**src/rtl/pipe_stage_reg.sv**
```systemverilog
// Valid/ready pipeline register with an optional 2-entry skid buffer and a
// saturating backpressure (stall) counter.
module pipe_stage_reg #(
    parameter int DATA_W = 32,
    parameter int SKID   = 1,
    parameter int CNT_W  = 16
) (
    input  logic              clk,
    input  logic              clear,
    input  logic              flush,
    input  logic              in_valid,
    output logic              in_ready,
    input  logic [DATA_W-1:0] in_data,
    output logic              out_valid,
    input  logic              out_ready,
    output logic [DATA_W-1:0] out_data,
    output logic [1:0]        occupancy,
    output logic [CNT_W-1:0]  stall_cnt
);

    typedef enum logic [1:0] {
        EMPTY = 2'd0,
        ONE   = 2'd1,
        FULL  = 2'd2
    } state_t;

    localparam logic [CNT_W-1:0] CNT_MAX = '1;
    localparam logic [CNT_W-1:0] CNT_ONE = 1;

    state_t            state;
    state_t            state_next;
    logic [DATA_W-1:0] m_data;
    logic [DATA_W-1:0] s_data;
    logic              in_xfer;
    logic              out_xfer;
    logic              load_m_in;
    logic              load_m_skid;
    logic              load_s;

    assign in_xfer  = in_valid & in_ready;
    assign out_xfer = out_valid & out_ready;

    // NOTE: every register updates with <= so all state samples the same pre-edge values.
    always_ff @(posedge clk) begin
        if (clear) begin
            state <= EMPTY;
        end else begin
            state <= state_next;
        end
    end

    // NOTE: next-state and strobes get defaults first so no path infers a latch.
    always_comb begin
        state_next  = state;
        load_m_in   = 1'b0;
        load_m_skid = 1'b0;
        load_s      = 1'b0;
        case (state)
            EMPTY: begin
                if (in_xfer) begin
                    state_next = ONE;
                    load_m_in  = 1'b1;
                end
            end
            ONE: begin
                if (in_xfer && out_xfer) begin
                    load_m_in = 1'b1;
                end else if (in_xfer && (SKID != 0)) begin
                    state_next = FULL;
                    load_s     = 1'b1;
                end else if (out_xfer) begin
                    state_next = EMPTY;
                end
            end
            FULL: begin
                if (out_xfer) begin
                    state_next  = ONE;
                    load_m_skid = 1'b1;
                end
            end
            default: state_next = EMPTY;
        endcase
        // Flush turns the stage into a bubble and drops any beat offered this cycle.
        if (flush) begin
            state_next  = EMPTY;
            load_m_in   = 1'b0;
            load_m_skid = 1'b0;
            load_s      = 1'b0;
        end
    end

    // NOTE: payload registers are cleared too, so out_data reads zero after clear or flush.
    always_ff @(posedge clk) begin
        if (clear || flush) begin
            m_data <= '0;
            s_data <= '0;
        end else begin
            if (load_m_in) begin
                m_data <= in_data;
            end else if (load_m_skid) begin
                m_data <= s_data;
            end
            if (load_s) begin
                s_data <= in_data;
            end
        end
    end

    always_ff @(posedge clk) begin
        if (clear) begin
            stall_cnt <= '0;
        end else if (out_valid && !out_ready && (stall_cnt != CNT_MAX)) begin
            stall_cnt <= stall_cnt + CNT_ONE;
        end
    end

    generate
        if (SKID != 0) begin : g_skid_ready
            // Registered ready breaks the out_ready -> in_ready timing path.
            logic ready_q;
            always_ff @(posedge clk) begin
                if (clear) begin
                    ready_q <= 1'b1;
                end else begin
                    ready_q <= (state_next != FULL);
                end
            end
            assign in_ready = ready_q;
        end else begin : g_comb_ready
            assign in_ready = ~out_valid | out_ready;
        end
    endgenerate

    always_comb begin
        out_valid = (state != EMPTY);
        case (state)
            ONE:     occupancy = 2'd1;
            FULL:    occupancy = 2'd2;
            default: occupancy = 2'd0;
        endcase
    end

    assign out_data = m_data;

endmodule
```
**config.mk**
```make
export PLATFORM = sky130hd
export DESIGN_NAME = pipe_stage_reg
export DESIGN_NICKNAME = d
export VERILOG_FILES = /design/src/rtl/pipe_stage_reg.sv
export SDC_FILE = /design/constraint.sdc
export NUM_CORES = 1
export LEC_CHECK = 0
export BUFFER_PORTS_ARGS = -buffer_cell sky130_fd_sc_hd__buf_4
export CAP_MARGIN = 0
export CORE_MARGIN = 2
export CORE_UTILIZATION = 53
export CTS_CLUSTER_SIZE = 14
export DETAILED_ROUTE_END_ITERATION = 8
export HOLD_SLACK_MARGIN = 0.1
export PLACE_DENSITY = 0.8
export SLEW_MARGIN = 15
export SYNTH_ARGS = -nofsm -noshare
export SYNTH_HDL_FRONTEND = slang
export SYNTH_SLANG_ARGS = --single-unit
```
**constraint.sdc**
```tcl
create_clock -name clk -period 2.1 [get_ports clk]
set_input_delay 0.21 -clock clk [delete_from_list [all_inputs] [get_ports clk]]
set_output_delay 0.21 -clock clk [all_outputs]
set_load 0.005 [all_outputs]
```
==> impl_metrics.json <==
{
  "cts_setup_buffers": 0,
  "fp.coreArea_um2": 6390,
  "switching_share_pct": 24.2,
  "maxSlewHeadroom_pct": 63.5,
  "syn_area_per_cell_um2": 8.77,
  "p_leak_nw": 1.82,
  "routed_wl_um": 8200,
  "synthArstFlopShare_pct": 0,
  "grt_max_degree": 61,
  "place.port_buffers": 88,
  "n_fill_cell": 496,
  "dr_total_vias": 3196,
  "pre_cts_slack_ns": 0.195,
  "r2r_start": "stall_cnt[3]",
  "first_pass_iters": 4,
  "grt_pass1_wl_um": 13600,
  "power_density_nw_per_um2": 680,
  "cts_sinks": 83,
  "ctsResizeCount": 0,
  "fp.dieH_um": 85.4,
  "tightest_slew_ns": 0.543,
  "n_antenna_cell": 0,
  "nets": 532,
  "syn_area_um2": 3510,
  "clkPwrFrac_pct": 36.9,
  "multi_input_area_um2": 1720,
  "crit_type": "reg -> reg",
  "area.sequential_um2": 1660,
  "synth_area_leaders": "dfxtp_1, mux2i_1, nand2_1, a211oi_1, a21oi_1",
  "switchingPower_mw": 0.755,
  "wire_per_inst_um": 14.2,
  "clock_latency_ns": 0.35,
  "cts_tree": "done",
  "setup_ws_ns": 0.165,
  "worstSetupEndpointType": "register",
  "internal_power_mw": 2.37,
  "power_frac_comb_pct": 11.1,
  "hp-start": "in_data[13]",
  "synth_edf_count": 0,
  "htree_levels": 3,
  "min_period_ns": 1.93,
  "initial_core_util_pct": 55.0,
  "yosysTopAreaCell": "dfxtp_1",
  "fmax_ghz": 0.517,
  "antenna_found_initial": 0,
  "ant_nets": 0,
  "synth_nets": 438,
  "finalSetupViolCount": 0,
  "finClkSkew_ns": 0.00567,
  "rsz0062_at_grt": "false",
  "cts_hold_buf": 11,
  "ys.flop_type": "dfxtp_1",
  "finalSetupTns_ns": 0,
  "grt_pass1_vias": 2986,
  "detail_route.iter0.violations": 104,
  "die_area_um2": 7290,
  "ys_ff_latch": 83,
  "crit_arrival_ns": 2.22,
  "drive_gt1_share_pct": 25.3,
  "irDropWorstVdd_mv": 0.504,
  "path_clk_slew_ns": 0.08,
  "startpoint_type": "register",
  "vias_per_cell": 5.55,
  "hold_viol": 0,
  "cts_max_path_buffers": 2,
  "post-dp-hpwl_um": 5550,
  "area_delta_synth_final_pct": 30.8,
  "hp-class": "in -> reg",
  "crit_path_max_fanout": 8,
  "syn-instance-count": 400,
  "cts-root-buf": "clkbuf_8",
  "drc": 0,
  "seqPwrFrac_pct": 52.0,
  "power_mw": 3.12,
  "die_x_um": 85.4,
  "cap_violations": 0,
  "place_congestion": 0.829,
  "drv_slew": 0,
  "final_util_pct": 71.9,
  "io_pins": 89,
  "ys_types": 41,
  "cts_buffers": 9,
  "yosys_warnings": 0,
  "grt_overflow": 0,
  "outcome": "finished clean",
  "synth_top_area_share_pct": 47.3,
  "crit_path_start": "stall_cnt[3]",
  "crit_required_ns": 2.38,
  "synth_seq_area_share_pct": 47.3,
  "fp-row-count": 29,
  "grt_usage_pct": 23.1,
  "min_period_over_period_pct": 92.1
}
-- cells in the mapped netlist (2+ instances only) --
cell	number
nor3_1	3
buf_2	4
nand3_1	7
nand2_1	71
or4_1	2
a21oi_1	42
nor2_1	37
nor2b_1	3
clkbuf_1	19
o21bai_1	2
inv_1	7
nor4_1	4
a31oi_1	2
dfxtp_1	83
or2_2	3
or3_1	4
o31ai_1	4
o21ai_0	5
mux2_2	2
a211oi_1	33
a311oi_1	3
nand4_1	4
nand2b_1	2
mux2i_1	35
buf_6	2
or4_2	2
-- layer usage --
layer | vias to the layer above | global-route usage (%) | wire, um
met3 | 12 | 6.03 | 579
met5 | - | 0 | 0
met2 | 87 | 38.5 | 4040
li1 | 1607 | - | -
met1 | 1490 | 27.8 | 3420
met4 | 0 | 11.1 | 151
-- cell families after synthesis --
kind of cell | synth area share, %
mux | 10.6
fa+ha+maj | 0.356
compound gates | 17.9
buf+inv | 4.24
flops | 47.3
simple gates | 19.5
-- area by class of cell --
type | count | area share (%)
multi-input combinational | 284 | 37.4
timing repair buffer | 109 | 19.2
clock inverter | 5 | 1.36
clock buffer | 11 | 3.08
inverter | 7 | 0.572
tap | 77 | 2.10
sequential | 83 | 36.2
-- power by group through the flow --
| stage | Sequential (mW) | Clock, mW | Combinational, mW |
|---|---|---|---|
| CTS | 1.63 | 1.19 | 0.348 |
| floorplan | 1.66 | 0 | 0.172 |
| detailed placement | 1.66 | 0 | 0.330 |
| finish | 1.63 | 1.15 | 0.345 |
| global route | 1.63 | 1.25 | 0.376 |
| global placement | 1.66 | 0 | 0.325 |
-- cells in the final DEF (no fill, tap or decap), types with 7 or more instances in the layout --
cell type      count
a211oi_1          33
a21oi_1           42
buf_4             95
clkbuf_8          10
dfxtp_1           83
dlygate4sd3_1     11
inv_1              7
mux2i_1           35
nand2_1           71
nand3_1            7
nor2_1            36
-- final timing paths --
| check | slack [ns] | to | cells after the start |
|---|---|---|---|
| worst max register to register | 0.17 | stall_cnt[15] | 4 |
| worst min-delay path | 0.12 | s_data[13] | 3 |
| worst min register to register | 0.46 | s_data[22] | 2 |
| worst max-delay path | 0.17 | stall_cnt[15] | 4 |
-- through the flow --
stage	cells	cell area, um^2	hold WS (ns)
2_1_floorplan	400	3510	0.324
3_3_place_gp	549	4280	0.441
3_5_place_dp	549	4280	0.447
4_1_cts	576	4590	0.100
5_1_grt	576	4590	0.106
6_report	576	4590	0.117
-- flip-flops by register name (all words and copies together) (netlist names) --
name       count
out_data      32
s_data        32
state          2
stall_cnt     16
in_ready       1
-- worst max-delay path: stages, from the launching register on --
cell and delay, ns:
dfxtp_1 0.46, nand4_4 0.17, or4_4 0.57, or4_1 0.52, a21oi_1 0.15
No activity file was read; power rests on OpenSTA's default activity.
